<file path="config.mk">
export PLATFORM = sky130hd
export DESIGN_NAME = single_row_readout
export DESIGN_NICKNAME = d
export VERILOG_FILES = /design/src/rtl/adc_readout_pkg.sv /design/src/rtl/single_row_readout.sv
export SDC_FILE = /design/constraint.sdc
export NUM_CORES = 1
export LEC_CHECK = 0
export ABC_AREA = 0
export CAP_MARGIN = 20
export CELL_PAD_IN_SITES_DETAIL_PLACEMENT = 1
export CELL_PAD_IN_SITES_GLOBAL_PLACEMENT = 1
export CORE_UTILIZATION = 39
export CTS_CLUSTER_DIAMETER = 30
export DETAILED_ROUTE_END_ITERATION = 16
export PLACE_DENSITY = 0.81
export SYNTH_ARGS = -nofsm -noshare
export SYNTH_HDL_FRONTEND = slang
export SYNTH_SLANG_ARGS = --single-unit
</file>
<file path="constraint.sdc">
create_clock -name clk -period 2.9 [get_ports clk]
set_input_delay 0.58 -clock clk [delete_from_list [all_inputs] [get_ports clk]]
set_output_delay 0.58 -clock clk [all_outputs]
set_load 0.02 [all_outputs]
</file>
<file path="src/rtl/adc_readout_pkg.sv">
// rtl/adc_readout_pkg.sv - shared types and constants for the ADC row readout
package adc_readout_pkg;

    // Code width of the ADC row counters; the readout defaults to the same width
    localparam int unsigned ADC_DATA_W = 8;

    // One pixel code as produced by the ADC row
    typedef logic [ADC_DATA_W-1:0] pixel_code_t;

    // Readout sequencer states
    typedef enum logic [1:0] {
        IDLE = 2'd0,
        SEND = 2'd1,
        DONE = 2'd2
    } state_t;

endpackage

</file>
<file path="src/rtl/single_row_readout.sv">
// rtl/single_row_readout.sv - snapshot a row of ADC codes and stream them over valid/ready
module single_row_readout
    import adc_readout_pkg::*;
#(
    parameter int NUM_PIXELS = 5,
    parameter int DATA_W     = ADC_DATA_W,
    localparam int IDX_W     = (NUM_PIXELS > 1) ? $clog2(NUM_PIXELS) : 1
) (
    input  logic                             clk,
    input  logic                             reset,
    input  logic                             start,
    input  logic [NUM_PIXELS-1:0][DATA_W-1:0] pixel_values,
    output logic                             out_valid,
    input  logic                             out_ready,
    output logic [DATA_W-1:0]                out_data,
    output logic [IDX_W-1:0]                 out_index,
    output logic                             out_last,
    output logic                             busy,
    output logic                             row_done,
    output logic                             overrun
);

    localparam logic [IDX_W-1:0] LAST_IDX = IDX_W'(NUM_PIXELS - 1);

    state_t              state_q;
    logic [IDX_W-1:0]    idx_q;
    logic [IDX_W-1:0]    idx_d;
    logic [DATA_W-1:0]   shadow_q [NUM_PIXELS];
    logic [DATA_W-1:0]   out_data_q;
    logic                out_valid_q;
    logic                out_last_q;
    logic                busy_q;
    logic                row_done_q;
    logic                overrun_q;
    logic                xfer;

    assign xfer = out_valid_q && out_ready;

    // Next pixel index; saturates on the last pixel so the shadow lookup never leaves the row
    assign idx_d = (idx_q == LAST_IDX) ? idx_q : idx_q + 1'b1;

    // Readout sequencer: snapshot on start, one pixel per transfer, one-cycle DONE
    always_ff @(posedge clk) begin
        if (reset) begin
            state_q     <= IDLE;
            idx_q       <= '0;
            out_data_q  <= '0;
            out_valid_q <= 1'b0;
            out_last_q  <= 1'b0;
            busy_q      <= 1'b0;
            row_done_q  <= 1'b0;
            overrun_q   <= 1'b0;
            for (int i = 0; i < NUM_PIXELS; i++) begin
                shadow_q[i] <= '0;
            end
        end else begin
            case (state_q)
                IDLE: begin
                    row_done_q <= 1'b0;
                    if (start) begin
                        for (int i = 0; i < NUM_PIXELS; i++) begin
                            shadow_q[i] <= pixel_values[i];
                        end
                        idx_q       <= '0;
                        out_data_q  <= pixel_values[0];
                        out_last_q  <= (LAST_IDX == '0);
                        out_valid_q <= 1'b1;
                        busy_q      <= 1'b1;
                        state_q     <= SEND;
                    end
                end
                SEND: begin
                    // A new conversion cannot be taken while the row drains; flag it and carry on
                    if (start) begin
                        overrun_q <= 1'b1;
                    end
                    if (xfer) begin
                        if (out_last_q) begin
                            state_q     <= DONE;
                            out_valid_q <= 1'b0;
                            out_data_q  <= '0;
                            out_last_q  <= 1'b0;
                            idx_q       <= '0;
                            row_done_q  <= 1'b1;
                        end else begin
                            idx_q      <= idx_d;
                            out_data_q <= shadow_q[idx_d];
                            out_last_q <= (idx_d == LAST_IDX);
                        end
                    end
                end
                DONE: begin
                    if (start) begin
                        overrun_q <= 1'b1;
                    end
                    row_done_q <= 1'b0;
                    busy_q     <= 1'b0;
                    state_q    <= IDLE;
                end
                default: begin
                    state_q <= IDLE;
                end
            endcase
        end
    end

    assign out_valid = out_valid_q;
    assign out_data  = out_data_q;
    assign out_index = idx_q;
    assign out_last  = out_last_q;
    assign busy      = busy_q;
    assign row_done  = row_done_q;
    assign overrun   = overrun_q;

endmodule

</file>
* Word level (Yosys, flattened, before mapping)
Memory sizes are Yosys's and may differ from the RTL's.
Index checks and enable logic that the tools add are counted.
** Word-level totals
- Memory bits (writable) :: 40
- Flip-flop bits (word level) :: 18
- Logic and storage cells :: 71
- Memories kept :: 1
- Output and inout bits :: 16
- Input bits :: 44
** Memories
- shadow_q :: depth 5, bits a word 8, read ports 1, clocked after memory_dff 0, wr ports 5, line single_row_readout.sv:28 : logic [DATA_W-1:0] shadow_q [NUM_PIXELS];
** Operators by class
- $add $sub $neg :: 1
- Bitwise gates (word level) :: 5
- Equal/unequal tests :: 7
- Reduce and logical (&&, ||, !) cells :: 13
- Muxes and demuxes :: 36
** Operators by type and width (number)
- $mux 8 :: 8
- $pmux 8 s2 :: 1
- $mux 1 :: 14
- $mux 3 :: 4
- $reduce_and 3->1 :: 3
- $pmux 1 s2 :: 4
- $eq 3x3->1 const B :: 2
- $mux 2 :: 3
- $ne 2x2->1 const B :: 3
- $pmux 3 s2 :: 1
- $reduce_bool 2->1 :: 3
- $or 1x1->1 :: 5
- $pmux 2 s2 :: 1
- $reduce_and 2->1 :: 2
- $reduce_and 4->1 :: 1
- $reduce_or 2->1 :: 2
- $add 3x1->3 const B :: 1
- $eq 2x1->1 const B :: 1
- $eq 2x2->1 const B :: 1
- $logic_not 2->1 :: 1
- $logic_and 1x1->1 :: 1

* Depth between registers and ports, before layout
- Depth after elaboration :: 6
- Gate-level depth with buffers :: 8
- Depth with buffers taken out :: 6

* Least setup slack after synthesis
No wires, ideal clock.
- Kind :: input -> register
- Start :: input port reset
- End :: memory shadow_q[0][0] (netlist bit), enable pin
- Setup time :: 0.404 ns
- Data required time :: 2.496 ns
- Data arrival time :: 1.890 ns
- Stages on the path :: 2
- Setup slack :: 0.606 ns
- Buffers on the path :: 1
- Cells stage by stage :: clkbuf_1 > nand2b_1
** RTL lines
- start, declared :: line single_row_readout.sv:10 : input logic reset,
- end, declared :: line single_row_readout.sv:28

* Worst setup path in the final report
- Start :: register idx_q[0], in the netlist out_index[0]
- End :: register out_data_q[5], in the netlist out_data[5]
** Between the ends
- Word-level cells in the longest chain between the ends :: 6
- Elaborated cells on any way between the ends :: 7
** RTL lines
- start, declared :: line single_row_readout.sv:26 : logic [IDX_W-1:0] idx_q;
- start signal, assigned :: line single_row_readout.sv:86 : idx_q <= idx_d;
- $add 3x1->3 or $eq 3x3->1 (tied branches) :: line single_row_readout.sv:40 : assign idx_d = (idx_q == LAST_IDX) ? idx_q : idx_q + 1'b1;
- $mux 3 * :: line single_row_readout.sv:40
- $mem_v2 5x8 *
- $mux 8 * :: line single_row_readout.sv:78 : if (out_last_q) begin
- $mux 8 * :: line single_row_readout.sv:77 : if (xfer) begin
- $pmux 8 s2 * :: line single_row_readout.sv:57 : case (state_q)
- end signal, assigned :: line single_row_readout.sv:65 : out_data_q <= pixel_values[0];
- end signal, assigned :: line single_row_readout.sv:87 : out_data_q <= shadow_q[idx_d];
- end, declared :: line single_row_readout.sv:29 : logic [DATA_W-1:0] out_data_q;
Every way passes the cells marked *; elsewhere a longest branch is shown, timed or not. The select of a mux whose other input is x is not followed.
A chain may end at the register's enable or synchronous reset.

==> metrics.txt <==
outcome=finished, final reports clean; Critical Setup Path Class=reg2reg; Avg Vias per Cell=5.08; RSZ-0062 raised after global routing=false; Fin Setup TNS=0 ns; DRC errors left=0; CTS root buf=clkbuf_8; Worst path max stage delay=0.87 ns; Fillers=757; Die Wd=86.2 um; largest net degree at the start of global routing=41; Yosys cell types=31; worst relative slew slack=0.407; post-layout min period=2.24 ns; Final #Nets=367; Tot Pwr=2.22 mW; 1st-pass router iterations=4; post-route cell area=3620 um2; slew at the pin with the worst max-slew slack=0.889 ns; Initial Util=0.405; DP Wirelength=4.86 mm; WP buf/inv=1; Core Region=6830 um2; CTS Buf Count=9; Synth Area per Inst=10.8 um2; Total Routing Usage GR=0.206; 1st-iter DRT viols=92; hold crit path type=reg2reg; Worst EP required=3.16 ns; gr ovfl total=0; GRT Max-Usage Layer=met2; Buffers on Ports=59; initial antenna violation count=0; crit-path cells=inv_1 > ha_1 > nand2_1 > a211oi_1 > o21ai_0 > a211oi_1; gp weighted congestion=0.800; met1 Resource Use GR=0.245; CP Data Arrival Time=2.50 ns; setup bufs post-CTS=0; Worst setup EP type=register; VDD IR max=278 uV; cell total after placement=401; hold buffers post-CTS=0; I/O pins=60; ranking of synthesized cells by area=edfxtp_1 43%, dfxtp_1 13%, and2_1 9.1%; vias after detailed routing=2120; CTS clk-pin slew, worst paths=0.07 ns; Min Hold Slack=0.487 ns; Max-cap violations=0; Yosys reg bits=58; Sink Count=58; static leakage=1.29 nW; Non-Filler Instances=417; CTS tree=done; Power Density=612 nW/um2; H-Tree Depth=3; Syn Nets=308; DIE AREA=7430 um2; worst reg-to-reg setup slack=0.66 ns; final hold viol count=0; Area after DPL=3440 um2; CP max-delay cell=ha_1; Die Span Y=86.2 um; first-pass GRT wire length=11.3 mm; Post-Syn Area=2760 um2; Area growth syn-to-layout=31.1%; startpoint types=register; largest area contributor in the synthesized netlist=edfxtp_1; Inserted Diodes=0; Seq/Total Area, Yosys=0.565; delay-heaviest family, CP=adder cells; CTS-repair resized insts=0; vias in the first global route=2271; Synth Instances=257; top cell type's share of synthesized area=0.435; Rows=30; Max Clock Skew=0.00508 ns; Tcrit/Tclk final=0.771; Fmax=447 MHz; Final Slew Violations=0; final setup fails=0; post-route ant nets=0; crit-path most repeated cell=a211oi_1; Clk Latency, worst-skew pair=0.34 ns; Max clock buf depth=2; DR WL/cell=16.6 um; CP max FO=34; GRT met2 Usage=0.356; layout cells sized above 1=0.0779; routed wire length=6.93 mm; M3 GR Usage=0.0590; Yosys warning count=0
final cells by class:
class	count	area (um2)	area share
Clock buffer	9	124	0.0342
Clock inverter	7	55.1	0.0152
Inverter	5	18.8	0.00518
Multi-Input combinational cell	179	1120	0.310
Sequential cell	58	1560	0.431
Tap cell	96	120	0.0331
Timing Repair Buffer	63	621	0.171
flip-flops by register name, indices dropped and copies added (netlist names):
register   flops
out_last       1
overrun        1
busy           1
out_valid      1
shadow_q      40
row_done       1
out_index      3
out_data       8
state_q        2
cells by family after synthesis:
group	share of synthesized area
muxes	0.00724
DFF	0.565
AOI/OAI and AO/OA	0.146
buffers and inverters	0.0294
adders and majority gates	0.0317
and+or+nand+nor	0.220
through the flow:
stage | worst slack (ns) | utilization
2_1_floorplan | 0.606 | -
3_3_place_gp | 0.499 | 0.504
3_5_place_dp | 0.491 | 0.504
4_1_cts | 0.643 | 0.530
5_1_grt | 0.396 | 0.530
6_report | 0.664 | 0.530
path summary, 6_finish.rpt:
kind	start	end	cells past startpoint
setup reg to reg	out_index[0]$_SDFFE_PP0P_	out_data[5]$_SDFFE_PP0P_	6
setup / recovery	out_index[0]$_SDFFE_PP0P_	out_data[5]$_SDFFE_PP0P_	6
hold reg to reg	overrun$_SDFFE_PP0P_	overrun$_SDFFE_PP0P_	2
hold / removal	overrun$_SDFFE_PP0P_	overrun$_SDFFE_PP0P_	2
cell usage after synthesis, drive strengths merged:
master and count:
inv 5, a22oi 8, buf 6, nand3b 1
a211oi 17, nor4 1, a21bo 1, a21oi 12
nor2b 2, o21a 1, a211o 1, a221oi 8
nand2 25, dfxtp 18, and2 40, nand2b 18
nand3 3, o21ai 9, mux2i 2, clkbuf 9
ha 7, nand4 1, nor2 17, and3b 2
nor3 1, o211ai 1, edfxtp 40, a21boi 1
worst min-delay path: stages (launching register included):
cell     delay (ns)
dfxtp_1        0.34
a21oi_1        0.04
nor2_1         0.07
cells in the final DEF, fill, tap and decap left out, drive strengths merged, types with 12 or more instances in the layout:
master,instances
a211oi,17
a21oi,12
and2,40
clkdlybuf4s50,59
dfxtp,18
edfxtp,40
nand2,25
nand2b,18
nor2,17
report_power, final:
group          switching [mW]  internal (mW)  leakage (nW)
sequential             0.0561           1.00         0.582
clock                   0.348          0.312        0.0741
combinational           0.271          0.228         0.632
layer usage:
| metal | vias to the layer above | share of wire |
|---|---|---|
| met1 | 1024 | 0.42 |
| met5 | - | 0 |
| met4 | 0 | 0.016 |
| met2 | 54 | 0.52 |
| met3 | 9 | 0.042 |
| li1 | 1033 | - |
(Power assumes the default switching activity.)
